**config.mk**
```make
export PLATFORM = sky130hd
export DESIGN_NAME = fetch_unit
export DESIGN_NICKNAME = d
export VERILOG_FILES = /design/src/rtl/fetch_unit.sv
export SDC_FILE = /design/constraint.sdc
export NUM_CORES = 1
export LEC_CHECK = 0
export CAP_MARGIN = 10
export CORE_ASPECT_RATIO = 1.5
export CORE_MARGIN = 2
export CORE_UTILIZATION = 50
export CTS_CLUSTER_SIZE = 25
export DETAILED_ROUTE_END_ITERATION = 8
export PLACE_DENSITY_LB_ADDON = 0.2
export SLEW_MARGIN = 20
export SYNTH_ARGS = -nofsm -noshare
export SYNTH_HDL_FRONTEND = slang
export SYNTH_SLANG_ARGS = --single-unit
export TNS_END_PERCENT = 5
```
**constraint.sdc**
```tcl
create_clock -name clk -period 5.1 [get_ports clk]
set_input_delay 0.765 -clock clk [delete_from_list [all_inputs] [get_ports clk]]
set_output_delay 0.765 -clock clk [all_outputs]
set_load 0.03 [all_outputs]
```
**src/rtl/fetch_unit.sv**
```systemverilog
// -----------------------------------------------------------------------------
// fetch_unit
//   Instruction fetch stage with an IF/ID pipeline register. Fetch is started
//   by a single-cycle start pulse, advances one word per cycle and honours
//   decode stalls and branch redirects, with redirect taking priority. It stops
//   permanently when the configured halt word is fetched. Only reset clears
//   the halt.
//
// Parameters
//   RESET_PC    : PC value loaded by reset
//   HALT_WORD   : instruction encoding that stops fetch
//
// Ports
//   clk         in   system clock, rising edge
//   rst_n       in   asynchronous active-low reset
//   start       in   one-cycle pulse, leaves IDLE
//   stall       in   hold request from the hazard unit
//   redirect    in   taken branch/jump: load redirect_pc and flush IF/ID
//   redirect_pc in   32-bit redirect target (loaded unmasked)
//   pc_out      out  current fetch address to instruction memory
//   instr_in    in   instruction memory word for pc_out (combinational)
//   if_id_instr out  registered instruction for decode
//   if_id_pc4   out  registered fetch PC + 4 for if_id_instr
//   if_id_valid out  if_id_instr holds a real instruction (0 = bubble)
//   halted      out  fetch stopped on HALT_WORD
// -----------------------------------------------------------------------------
module fetch_unit #(
  parameter logic [31:0] RESET_PC  = 32'h0000_0000,
  parameter logic [31:0] HALT_WORD = 32'hFFFF_FFFF
) (
  input  logic        clk,
  input  logic        rst_n,
  input  logic        start,
  input  logic        stall,
  input  logic        redirect,
  input  logic [31:0] redirect_pc,
  output logic [31:0] pc_out,
  input  logic [31:0] instr_in,
  output logic [31:0] if_id_instr,
  output logic [31:0] if_id_pc4,
  output logic        if_id_valid,
  output logic        halted
);

  typedef enum logic [1:0] {
    S_IDLE = 2'd0,
    S_RUN  = 2'd1,
    S_HALT = 2'd2
  } state_t;

  state_t      r_state;
  state_t      w_state_nxt;

  logic [31:0] r_pc;
  logic [31:0] r_instr;
  logic [31:0] r_pc4;
  logic        r_valid;
  logic        r_halted;

  logic [31:0] w_pc_nxt;
  logic [31:0] w_instr_nxt;
  logic [31:0] w_pc4_nxt;
  logic        w_valid_nxt;
  logic        w_halted_nxt;

  logic        w_fetch;      // a real fetch slot: running, no redirect, no stall
  logic        w_is_halt;
  logic [31:0] w_pc_plus4;   // wraps modulo 2^32 with no carry out

  assign w_fetch    = (r_state == S_RUN) && !redirect && !stall;
  assign w_is_halt  = (instr_in == HALT_WORD);
  assign w_pc_plus4 = r_pc + 32'd4;

  // ---------------------------------------------------------------------------
  // State register
  // ---------------------------------------------------------------------------
  // NOTE: sequential state uses non-blocking (<=) so every register samples
  // the pre-edge values of its peers; blocking here would create order-
  // dependent simulation and mismatch synthesis.
  always_ff @(posedge clk or negedge rst_n) begin
    if (!rst_n) r_state <= S_IDLE;
    else        r_state <= w_state_nxt;
  end

  // ---------------------------------------------------------------------------
  // Next-state logic
  // ---------------------------------------------------------------------------
  // NOTE: every combinational output gets a default assignment first, so no
  // path through the case leaves it unassigned and no latch is inferred.
  always_comb begin
    w_state_nxt = r_state;
    unique case (r_state)
      S_IDLE:  if (start) w_state_nxt = S_RUN;
      S_RUN:   if (w_fetch && w_is_halt) w_state_nxt = S_HALT;
      S_HALT:  w_state_nxt = S_HALT;   // only reset leaves HALT
      default: w_state_nxt = S_IDLE;
    endcase
  end

  // ---------------------------------------------------------------------------
  // Output / datapath next values
  // Redirect wins over stall. A fetched halt word is not forwarded, and the PC
  // stays parked on the halt word's address.
  // ---------------------------------------------------------------------------
  always_comb begin
    w_pc_nxt     = r_pc;
    w_instr_nxt  = r_instr;
    w_pc4_nxt    = r_pc4;
    w_valid_nxt  = r_valid;
    w_halted_nxt = r_halted;
    unique case (r_state)
      S_IDLE: begin
        w_valid_nxt = 1'b0;
      end
      S_RUN: begin
        if (redirect) begin
          w_pc_nxt    = redirect_pc;
          w_instr_nxt = 32'h0;
          w_valid_nxt = 1'b0;
        end else if (!stall) begin
          if (w_is_halt) begin
            w_valid_nxt  = 1'b0;
            w_halted_nxt = 1'b1;
          end else begin
            w_instr_nxt = instr_in;
            w_pc4_nxt   = w_pc_plus4;
            w_valid_nxt = 1'b1;
            w_pc_nxt    = w_pc_plus4;
          end
        end
      end
      S_HALT: begin
        w_valid_nxt  = 1'b0;
        w_halted_nxt = 1'b1;
      end
      default: begin
        w_valid_nxt = 1'b0;
      end
    endcase
  end

  // ---------------------------------------------------------------------------
  // Datapath registers
  // ---------------------------------------------------------------------------
  always_ff @(posedge clk or negedge rst_n) begin
    if (!rst_n) begin
      r_pc     <= RESET_PC;
      r_instr  <= 32'h0;
      r_pc4    <= 32'h0;
      r_valid  <= 1'b0;
      r_halted <= 1'b0;
    end else begin
      r_pc     <= w_pc_nxt;
      r_instr  <= w_instr_nxt;
      r_pc4    <= w_pc4_nxt;
      r_valid  <= w_valid_nxt;
      r_halted <= w_halted_nxt;
    end
  end

  assign pc_out      = r_pc;
  assign if_id_instr = r_instr;
  assign if_id_pc4   = r_pc4;
  assign if_id_valid = r_valid;
  assign halted      = r_halted;

endmodule

```
==> tab_implementation.tex <==
\begin{tabular}{lr}
\hline
Metric & Value \\
\hline
\multicolumn{2}{l}{\textbf{Logic synthesis}} \\
Compound-cell area share of the yosys netlist & between 20\% and 30\% \\
Cell type with the highest aggregate area in the netlist & sky130\_fd\_sc\_hd\_\_dfrtp\_1 \\
Syn Nets & roughly 590 \\
Per-instance average area after synthesis & 9.92 um2 \\
Area share of the largest cell type after synthesis & around half \\
Xor and xnor area share after synthesis & under 10\% \\
Number of library cell types mapped by synthesis & 57 \\
Primary flip-flop cell chosen by synthesis mapping & sky130\_fd\_sc\_hd\_\_dfrtp\_1 \\
Flops \& latches, synth & 100 \\
Most numerous cell types in the synthesized netlist & sky130\_fd\_sc\_hd\_\_dfrtp\_1 (100), sky130\_fd\_sc\_hd\_\_nand2\_1 (64), sky130\_fd\_sc\_hd\_\_a22oi\_1 (35), sky130\_fd\_sc\_hd\_\_o21ai\_0 (32), sky130\_fd\_sc\_hd\_\_o2bb2ai\_1 (32) \\
Post-synth EDFFs & 0 \\
Synthesized-area fraction occupied by and/or/nand/nor cells & between 15 and 20\% \\
Most common cell in the synthesized netlist & sky130\_fd\_sc\_hd\_\_dfrtp\_1 \\
Most area-consuming cells after synthesis & sky130\_fd\_sc\_hd\_\_dfrtp\_1 (49\%), sky130\_fd\_sc\_hd\_\_o2bb2ai\_1 (5.5\%), sky130\_fd\_sc\_hd\_\_a22oi\_1 (5.1\%) \\
Proportion of synthesized flip-flops having asynchronous set or reset & 100\% \\
Synth warn & 0 \\
Post-Syn Instances & approximately 520 \\
Portion of the post-synthesis area used by sequential elements & roughly half \\
Netlist area before placement & approximately 5100 um2 \\
Largest family of logic cells by synthesized area & compound AO/OA/AOI/OAI gates \\
Multiplexer share of the synthesized area & less than 1\% \\
Post-synthesis adder-cell area fraction & less than 1\% \\
\multicolumn{2}{l}{\textbf{Clock tree}} \\
Count of instances resized after the clock tree is built & 0 \\
Clock latency on the worst-skew pair & around 340 ps \\
Clock-pin slew on the worst setup and hold paths & around 70 ps \\
Number of clock buffers inserted by TritonCTS & 9 \\
TritonCTS clock tree & yes \\
Sinks on the clock net & 100 \\
Hold Buf Count CTS & 0 \\
Setup fix buffers added after clock tree synthesis & 0 \\
Clk buf depth & 2 \\
Deepest level of the CTS H-tree & 3 \\
CTS root buffer & sky130\_fd\_sc\_hd\_\_clkbuf\_16 \\
\multicolumn{2}{l}{\textbf{Power}} \\
P\_leak & around 2.8 nW \\
Sequential share of power & between 30\% and 40\% \\
PnR Total Power & around 4.8 mW \\
Net switching component of the power & 2.11 mW \\
Fraction of power consumed by combinational cells & about 52\% \\
Cell internal power dissipation & approximately 2.7 mW \\
Net switching fraction of the power & between 40\% and 50\% \\
Worst supply voltage drop on vdd & between 300 and 400 uV \\
Clock Power Share & 14.6\% \\
Power Density & 667 nW/um2 \\
\multicolumn{2}{l}{\textbf{Worst setup path}} \\
Crit end category & flip-flop \\
Family of cells with the greatest summed delay on the critical path & simple AND/OR/NAND/NOR gates \\
Maximum fanout along the worst path & 36 \\
Cells traversed along the worst timing path & clkdlybuf4s50\_1 > nand4\_1 > nor4\_2 > a211o\_2 > buf\_4 > o311ai\_0 \\
Buffers plus inverters on the worst setup path & 2 \\
Cell with the biggest individual delay on the critical path & sky130\_fd\_sc\_hd\_\_nor4\_2 \\
Element type at the critical path start & primary input \\
Worst path required time & 5300 ps \\
Critical path data arrival time & between 3000 and 4000 ps \\
Start-to-end type of the worst setup path & primary input to flip-flop \\
Critical Path Max Stage Delay & slightly below 800 ps \\
\multicolumn{2}{l}{\textbf{GRT}} \\
Largest net degree at the start of global routing & 53 \\
Global-route wire length before repair & about 25 mm \\
Via count of the first global-routing pass & between 4000 and 5000 \\
Total GRT Usage & about 28\% \\
Initial antenna violation count & 0 \\
Overflow left after global routing & 0 \\
\multicolumn{2}{l}{\textbf{Placement}} \\
Routability-driven placement congestion ratio & 0.888 \\
IO Port Bufs & about 170 \\
HPWL Detailed & 10.9 mm \\
\multicolumn{2}{l}{\textbf{Timing}} \\
Minimum period implied by the final worst setup slack & around 3200 ps \\
Worst Tran Pin Value & roughly 1100 ps \\
Achievable frequency & around 310 MHz \\
Final Cycle Share & 63.5\% \\
Setup repair after global routing missed its margin & no \\
Clk\_skew & about 5.1 ps \\
Sum Neg Setup Slack & 0 ps \\
Relative slew slack & approximately 27\% \\
Fin. max-slew vios & 0 \\
Hold violation total from the final report & 0 \\
Count of final setup violators & 0 \\
\multicolumn{2}{l}{\textbf{Cells and area}} \\
Count of fill cells added during filler insertion & just under 800 \\
Area overhead of the layout relative to synthesis & 39.9\% \\
Register area & between 2000 and 3000 um2 \\
Net count of the finished layout & between 700 and 800 \\
Multi-input combinational cell area & between 2000 and 2500 um2 \\
Antenna cells & 0 \\
Layout cells sized above 1 & a little over 6\% \\
\multicolumn{2}{l}{\textbf{Floorplan}} \\
I/O pin count & 167 \\
Chip height & about 130 um \\
Floorplan core area & between 10000 and 15000 um2 \\
Starting Density & 51.0\% \\
Cell Rows & 45 \\
Area of the die & roughly 11000 um2 \\
Chip width & 86.5 um \\
\multicolumn{2}{l}{\textbf{Drt}} \\
Number of search-and-repair iterations in the first detailed-routing pass & 6 \\
Number of vias in the routed layout & roughly 5000 \\
Average routed wire per standard cell & $\sim$20 um \\
Total wire length after detailed routing & around 16 mm \\
Via count normalized by instance count & around 6.3 \\
Remaining DRCs & 0 \\
Detail Route Antenna Nets & 0 \\
Number of DRC markers after the initial detailed-route iteration & roughly 530 \\
\multicolumn{2}{l}{\textbf{Run}} \\
\# Max-Cap Violations & 0 \\
\multicolumn{2}{l}{\textbf{Hold path}} \\
Class of the tightest hold or removal check & primary input to asynchronous set/reset pin \\
\multicolumn{2}{l}{\textbf{Status}} \\
Outcome & completed \\
\hline
\end{tabular}
==> cells by family after synthesis <==
kind of cell / count (synthesis)
AO/OA/AOI/OAI: 174
XOR/XNOR: 27
adder cells (fa/ha/maj): 4
buffers and inverters: 47
flip-flops: 100
multiplexers: 2
AND/OR/NAND/NOR: 161
==> layout by cell type (no fill, tap or decap), types with 10 or more instances in the layout <==
cell type / synthesis / layout
sky130_fd_sc_hd__nand2_1: 64 / 64
sky130_fd_sc_hd__xor2_1: 10 / 10
sky130_fd_sc_hd__xnor2_1: 17 / 17
sky130_fd_sc_hd__nand4_1: 16 / 16
sky130_fd_sc_hd__a211oi_1: 12 / 11
sky130_fd_sc_hd__dfrtp_1: 100 / 100
sky130_fd_sc_hd__nor2_1: 25 / 25
sky130_fd_sc_hd__a22oi_1: 35 / 35
sky130_fd_sc_hd__nand3_1: 13 / 13
sky130_fd_sc_hd__o2bb2ai_1: 32 / 32
sky130_fd_sc_hd__o21ai_0: 32 / 32
sky130_fd_sc_hd__clkdlybuf4s50_1: 0 / 164
==> worst reg2reg max path, cell delays in order, from the launching register on <==
cell and delay [ps]:
sky130_fd_sc_hd__dfrtp_1 400, sky130_fd_sc_hd__inv_1 90, sky130_fd_sc_hd__ha_1 620, sky130_fd_sc_hd__nand2_1 380
sky130_fd_sc_hd__a211o_2 580, sky130_fd_sc_hd__buf_4 340, sky130_fd_sc_hd__o311ai_0 340
==> layout make-up <==
type                       count  share of cell area, %
multi-input combinational    368                   34.0
clock buffer                  12                   3.59
timing repair buffer         174                   24.3
sequential                   100                   35.0
tap                          117                   2.05
inverter                       8                  0.420
clock inverter                 4                  0.666
==> path summary, 6_finish.rpt <==
path | slack [ps] | to | startpoint | depth (start not counted)
min reg2reg | 480 | if_id_pc4[18] | if_id_pc4[18] | 2
max | 1860 | pc_out[13] | instr_in[23] | 6
min | 450 | if_id_pc4[3] | rst_n | 1
min in group clk | 480 | if_id_pc4[18] | if_id_pc4[18] | 2
max in group asynchronous | 3570 | if_id_pc4[23] | rst_n | 2
max reg2reg | 2230 | pc_out[13] | r_state[1] | 6
==> power groups by stage <==
stage	Sequential (mW)	Combinational (mW)	Clock [mW]
after floorplan	2.20	0.792	0
after global placement	1.59	2.39	0
after detailed placement	1.60	2.45	0
after CTS	1.60	2.46	0.703
after global routing	1.66	2.61	0.738
final	1.61	2.46	0.698
==> flip-flops by register name, indices dropped and copies added, names as in the netlist <==
signal	count
if_id_pc4	32
if_id_valid	1
pc_out	32
r_state	2
if_id_instr	32
halted	1
==> stage by stage <==
stage	hold WS (ps)	setup slack, ps	util, %	instance area (um2)	std cells
floorplan	462	2810	-	5110	515
global placement	461	1520	68.0	6810	766
detailed placement	473	1490	68.0	6810	766
CTS	475	1830	71.0	7120	782
global route	509	1690	71.3	7140	783
finish	449	1860	71.3	7140	783
==> per-layer routing <==
layer | GRT usage [%] | share of wire (%)
met5 | 0 | 0
met1 | 34.0 | 37
met4 | 11.5 | 2.9
met2 | 48.8 | 53
met3 | 6.50 | 7.5
No activity file was read; power rests on OpenSTA's default activity.
